<file path="src/rtl/vliw_regfile_pkg.sv">
// Shared constants and helpers for the VLIW multi-port register file.
// Build option: VLIW_REGFILE_ZERO_R0_EN (see vliw_regfile_mp.sv).
package vliw_regfile_pkg;

  localparam int REGFILE_WIDTH  = 32;
  localparam int REGFILE_DEPTH  = 8;
  localparam int REGFILE_NUM_RD = 4;
  localparam int REGFILE_NUM_WR = 2;
  localparam int CNT_W          = 16;
  localparam int MAX_WR         = 32;

  // Highest-indexed enabled port targeting a word wins the write.
  function automatic int unsigned winnerPort(input logic [MAX_WR-1:0] hits);
    winnerPort = 0;
    for (int p = 0; p < MAX_WR; p++) begin
      if (hits[p]) winnerPort = p;
    end
  endfunction

endpackage

</file>
<file path="src/rtl/regfile_word.sv">
// One WIDTH-bit storage word: falling-edge register, synchronous reset, write enable.
module regfile_word #(
  parameter int WIDTH = 32
) (
  input  logic             clk,
  input  logic             reset,
  input  logic             wrEn,
  input  logic [WIDTH-1:0] wrData,
  output logic [WIDTH-1:0] q
);

  always_ff @(negedge clk) begin
    if (reset)     q <= '0;
    else if (wrEn) q <= wrData;
  end

endmodule

</file>
<file path="src/rtl/vliw_regfile_mp.sv">
// Multi-port register file with highest-port-wins write priority and collision tracking.
// Define VLIW_REGFILE_ZERO_R0_EN to hardwire word 0 to zero.
module vliw_regfile_mp
  import vliw_regfile_pkg::*;
#(
  parameter int WIDTH  = REGFILE_WIDTH,
  parameter int DEPTH  = REGFILE_DEPTH,
  parameter int NUM_RD = REGFILE_NUM_RD,
  parameter int NUM_WR = REGFILE_NUM_WR,
  localparam int AW    = $clog2(DEPTH)
) (
  input  logic                    clk,
  input  logic                    reset,
  input  logic [NUM_WR-1:0]       wr_en,
  input  logic [NUM_WR*AW-1:0]    wr_addr,
  input  logic [NUM_WR*WIDTH-1:0] wr_data,
  input  logic [NUM_RD*AW-1:0]    rd_addr,
  output logic [NUM_RD*WIDTH-1:0] rd_data,
  output logic                    wr_collision,
  output logic [CNT_W-1:0]        collision_cnt
);

`ifdef VLIW_REGFILE_ZERO_R0_EN
  localparam bit ZERO_R0 = 1'b1;
`else
  localparam bit ZERO_R0 = 1'b0;
`endif

  localparam int WR_IDX_W = (NUM_WR > 1) ? $clog2(NUM_WR) : 1;

  logic [WIDTH-1:0] words [DEPTH];
  logic [DEPTH-1:0] multiHit;
  logic             anyCollision;

  for (genvar i = 0; i < DEPTH; i++) begin : g_word
    logic [NUM_WR-1:0] hits;

    always_comb begin
      hits = '0;
      for (int p = 0; p < NUM_WR; p++) begin
        hits[p] = wr_en[p] && (wr_addr[p*AW +: AW] == AW'(i));
      end
    end

    // Writes to a hardwired r0 are dropped but still count as collisions.
    assign multiHit[i] = ($countones(hits) > 1);

    if (ZERO_R0 && (i == 0)) begin : g_zero
      assign words[i] = '0;
    end else begin : g_reg
      logic [WR_IDX_W-1:0] win;
      assign win = WR_IDX_W'(winnerPort(MAX_WR'(hits)));

      regfile_word #(.WIDTH(WIDTH)) u_word (
        .clk    (clk),
        .reset  (reset),
        .wrEn   (|hits),
        .wrData (wr_data[win*WIDTH +: WIDTH]),
        .q      (words[i])
      );
    end
  end

  assign anyCollision = |multiHit;

  for (genvar q = 0; q < NUM_RD; q++) begin : g_read
    assign rd_data[q*WIDTH +: WIDTH] = words[rd_addr[q*AW +: AW]];
  end

  always_ff @(negedge clk) begin
    if (reset) begin
      wr_collision  <= 1'b0;
      collision_cnt <= '0;
    end else begin
      wr_collision <= anyCollision;
      if (anyCollision && (collision_cnt != {CNT_W{1'b1}}))
        collision_cnt <= collision_cnt + 1'b1;
    end
  end

endmodule

</file>
<file path="config.mk">
export PLATFORM = sky130hd
export DESIGN_NAME = vliw_regfile_mp
export DESIGN_NICKNAME = d
export VERILOG_FILES = /design/src/rtl/vliw_regfile_pkg.sv /design/src/rtl/regfile_word.sv /design/src/rtl/vliw_regfile_mp.sv
export SDC_FILE = /design/constraint.sdc
export NUM_CORES = 1
export LEC_CHECK = 0
export ABC_AREA = 0
export CORE_ASPECT_RATIO = 1.2
export CORE_MARGIN = 3
export CORE_UTILIZATION = 30
export CTS_BUF_LIST = sky130_fd_sc_hd__clkbuf_8
export CTS_CLUSTER_SIZE = 16
export DETAILED_ROUTE_END_ITERATION = 6
export MAX_ROUTING_LAYER = met4
export SYNTH_ARGS = -nofsm -noshare
export SYNTH_HDL_FRONTEND = slang
export SYNTH_SLANG_ARGS = --single-unit
</file>
<file path="constraint.sdc">
create_clock -name clk -period 5.6 [get_ports clk]
set_input_delay 0.84 -clock clk [delete_from_list [all_inputs] [get_ports clk]]
set_output_delay 0.84 -clock clk [all_outputs]
set_load 0.02 [all_outputs]
</file>
# Word-level counts from Yosys, hierarchy flattened
# Index checks and enable logic that the tools add are counted.
# word_totals
ff_bits	273
inputBits	86
output_inout_bits	145
# op_classes
add_sub_neg	9
n_lt_le_gt_ge	12
n_eq_ne	15
n_shift	8
muxes	20
bitwise_logic	4
reduce_logical	28
# op_table
op	n
$shiftx A64 B7 Y32	8
$bmux W32 S3	4
$mux W32	8
$eq A3 B3 Y1 const B	8
$logic_and A1 B1 Y1	17
$add A1 B1 Y2	8
$add A16 B1 Y16 const B	1
$ge A4 B4 Y1 const B	4
$gt A2 B1 Y1 const B	8
$ne A16 B16 Y1 const B	1
$not A3 Y4	4
$reduce_or A2 Y1	8
$eq A3 B2 Y1 const B	4
$mux W1	8
$reduce_or A8 Y1	1
$eq A3 B1 Y1 const B	2
$logic_not A3 Y1	2

# Longest topological paths before layout
# depth
ltp_word	6
depth_mapped	8

# Modules after synthesis
# From an unflattened synthesis, not the netlist that was laid out.
# unflattened
cells_unflattened	1703
area_unflattened_um2	20813.7
# modules_own_cells
module	n_inst	cells_each	area_per_inst_um2
vliw_regfile_mp	1	871	11474.8
regfile_word	8	104	1167.4

==> flow_metrics.py <==
metrics = {
    "floorplan": {
        "start_util": 0.306,
        "die_height_um": 288,
        "die_w_um": 241,
        "core.rowCount": 102,
        "io_pins": 231,
        "core_area_um2": 65100,
        "die_area_um2": 69400,
    },
    "sta": {
        "setup_slack_ns": 0.0327,
        "max_slew.worst_pin.slew_ns": 1.22,
        "finalHoldViolations": 0,
        "maxSlewHeadroom": 0.184,
        "finalClockSkew_ns": 0.0169,
        "setup_viol": 0,
        "grt_setup_unrepaired": "true",
        "slew_viol_final": 0,
    },
    "finish": {
        "instances_no_fill": 3044,
        "final_cell_area_um2": 25500,
        "syn_to_final_growth_pct": 28.5,
        "drive_above_1_share": 0.375,
        "seq_area_um2": 5640,
        "fill_cells": 6278,
        "nets": 2247,
        "multi_input_area_um2": 13700,
    },
    "placement": {
        "place_congestion": 0.796,
        "dpl-instance-area_um2": 23200,
        "place_hpwl_mm": 45.2,
        "io_buffers": 230,
        "dp.cells": 2663,
        "place_ws_ns": -0.311,
    },
    "synth": {
        "yosys.cell_types.count": 37,
        "syn_area_um2": 19900,
        "synth_area_leaders": "mux4_2, dfxtp_1, mux2i_1",
        "synth_edf_count": 0,
        "synth_nets": 1869,
        "yosys.area.top_type": "mux4_2",
        "synthTopCellsByCount": "nor2_1, dfxtp_1, a211oi_1, mux2i_1, mux4_2",
        "ys.warnings.count": 0,
        "synth_flop_cell": "dfxtp_1",
        "seq_area_frac_synth": 0.275,
        "synthCells": 1782,
        "avgSynthCellArea_um2": 11.2,
        "ys_async_sr_fraction": 0,
        "synth_seq_cells": 273,
        "synth_top_area_frac": 0.290,
        "synth.most_common_cell": "nor2_1",
    },
    "clock_tree": {
        "cts_tree": "yes",
        "clock-sinks": 273,
        "cts_buffer_depth": 3,
        "numCtsBuffers": 55,
        "clkLatencyLatePin_ns": 0.64,
        "clk_pin_slew_worst_paths_ns": 0.04,
        "root_buffer": "clkbuf_8",
        "htreeDepth": 2,
    },
    "critical_path": {
        "cp.depth": 3,
        "max_stage_delay_ns": 0.49,
        "arrival_ns": 4.73,
        "worstReg2RegStart": "collision_cnt[0]",
        "critical_path_class": "register to primary output",
        "crit_path_end_kind": "primary output",
        "path_max_fanout": 5,
        "path_buf_inv": 1,
        "crit_chain": "mux4_2, mux2_4, buf_6",
        "cp-start-kind": "register",
        "cp.required_ns": 4.76,
        "r2r_cells": 6,
        "critical_path.slowest_cell": "mux4_2",
        "r2r_slack_ns": 3.23,
        "cp_top_family": "multiplexers",
        "r2r-end": "collision_cnt[0]",
    },
    "routing": {
        "wl_per_cell_um": 24.7,
        "drtIter0Drc": 1309,
        "dr_total_vias": 17500,
        "postRouteAntennaNets": 0,
        "route.detailed.drc": 0,
        "wirelength_mm": 75.2,
        "via_per_inst": 5.73,
        "dr.pass1.iters": 5,
    },
    "global_routing": {
        "grtUsageTotal": 0.220,
        "overflow": 0,
        "grt_max_degree": 90,
        "grt_pass1_wl_mm": 112,
        "first_global_vias": 18500,
        "antenna_found_initial": 5,
    },
    "hold_path": {
        "hold_path_class": "register to register",
        "holdPathEnd": "collision_cnt[9]",
        "hold_start": "collision_cnt[9]",
        "min_path_cells": 2,
    },
    "pwr": {
        "netSwitchingFraction": 0.357,
        "ir_drop_v": 0.000191,
        "p_per_area_nw_per_um2": 250,
        "power_frac_comb": 0.187,
        "p_seq_frac": 0.340,
        "p_int_mw": 4.10,
        "p_switching_mw": 2.27,
        "clockPowerShare": 0.473,
        "leakage_nw": 10.9,
    },
    "outcome": {
        "status": "finished clean",
    },
    "run": {
        "drv_cap": 0,
    },
}
==> cells by family after synthesis <==
group                      Yosys count  share of synthesized area
AOI/OAI and AO/OA                  271                      0.104
xor gates and xnor gates            13                    0.00573
adders and majority gates            1                   0.000629
buffers and inverters              257                     0.0546
DFF                                273                      0.275
muxes                              644                      0.493
and+or+nand+nor                    323                     0.0666
==> routing by layer <==
layer,vias up,share of wire,global-route usage
li1,7724,-,-
met1,8701,0.40,0.273
met2,856,0.48,0.338
met3,171,0.084,0.0556
met4,0,0.033,0.100
met5,-,0,-
==> through the flow <==
| stage | TNS (ns) | power [mW] | hold slack, ns | util |
|---|---|---|---|---|
| 2_1_floorplan | 0 | 3.21 | 0.548 | - |
| 3_3_place_gp | -3.10 | 3.63 | 0.527 | 0.357 |
| 3_5_place_dp | -3.70 | 3.66 | 0.531 | 0.357 |
| 4_1_cts | -0.00316 | 6.42 | 0.539 | 0.384 |
| 5_1_grt | -0.327 | 6.78 | 0.583 | 0.392 |
| 6_report | 0 | 6.38 | 0.533 | 0.392 |
==> state kept, by name, summed over array words and instances (netlist names) <==
register and cells:
collision_cnt 16, g_word.g_reg.u_word.q 256, wr_collision 1
==> final cells by class <==
cell class / instances / share of cell area
Antenna cell: 6 / 0.000588
Clock buffer: 55 / 0.0296
Clock inverter: 321 / 0.0553
Inverter: 4 / 0.000588
Multi-Input combinational cell: 1252 / 0.535
Sequential cell: 273 / 0.221
Tap cell: 832 / 0.0408
Timing Repair Buffer: 301 / 0.118
==> worst register-to-register path: cells and delay by family (launching register included) <==
kind | cells | cell delay (ns)
fa+ha+maj | 1 | 0.20
flops | 1 | 0.43
compound gates | 1 | 0.25
xor+xnor | 1 | 0.19
simple gates | 3 | 1.17
==> worst max path at each step <==
stage	from	endpoint	slack, ns
4_1_cts	g_word[7].g_reg.u_word.q[26]	rd_data[26]	-0.002
2_1_floorplan	wr_addr[4]	collision_cnt[13]	0.16
3_3_place_gp	wr_addr[1]	collision_cnt[10]	-0.27
5_1_grt	g_word[3].g_reg.u_word.q[8]	rd_data[72]	-0.04
3_5_place_dp	wr_addr[1]	collision_cnt[13]	-0.31
6_report	g_word[3].g_reg.u_word.q[9]	rd_data[41]	0.03
==> layout by cell type (no fill, tap or decap), drive strengths merged, types with 2 or more instances in the layout <==
cell type and count:
mux2i 259, nor3b 2, nand4b 3, nand2b 3
xor2 3, inv 290, nor2b 4, a2111oi 5
diode 6, buf 211, nor2 275, mux4 256
nand2 10, nand4 7, clkdlybuf4s50 89, and4 2
nand3 7, a211oi 259, a21oi 3, nor4 2
nor3 5, o21ai 2, mux2 129, xnor2 10
dfxtp 273, clkbuf 56, bufinv 6, clkinvlp 28
==> timing repair <==
| item | in CTS | in global routing |
|---|---|---|
| endpoints found under the setup margin | 128 | 104 |
| gates resized for setup | 605 | 233 |
| pin swaps | 0 | 0 |
| buffers inserted | 0 | 0 |
| hold buffers | 0 | 0 |
| endpoints found under the hold margin | 0 | 0 |
==> power by group through the flow <==
stage / sequential (mW) / clock, mW / combinational (mW)
after global routing: 2.18 / 3.35 / 1.25
final: 2.17 / 3.02 / 1.19
after CTS: 2.16 / 3.11 / 1.15
after detailed placement: 2.18 / 0.295 / 1.18
after global placement: 2.17 / 0.295 / 1.17
after floorplan: 2.15 / 0.295 / 0.766
No activity file was read; power rests on OpenSTA's default activity.
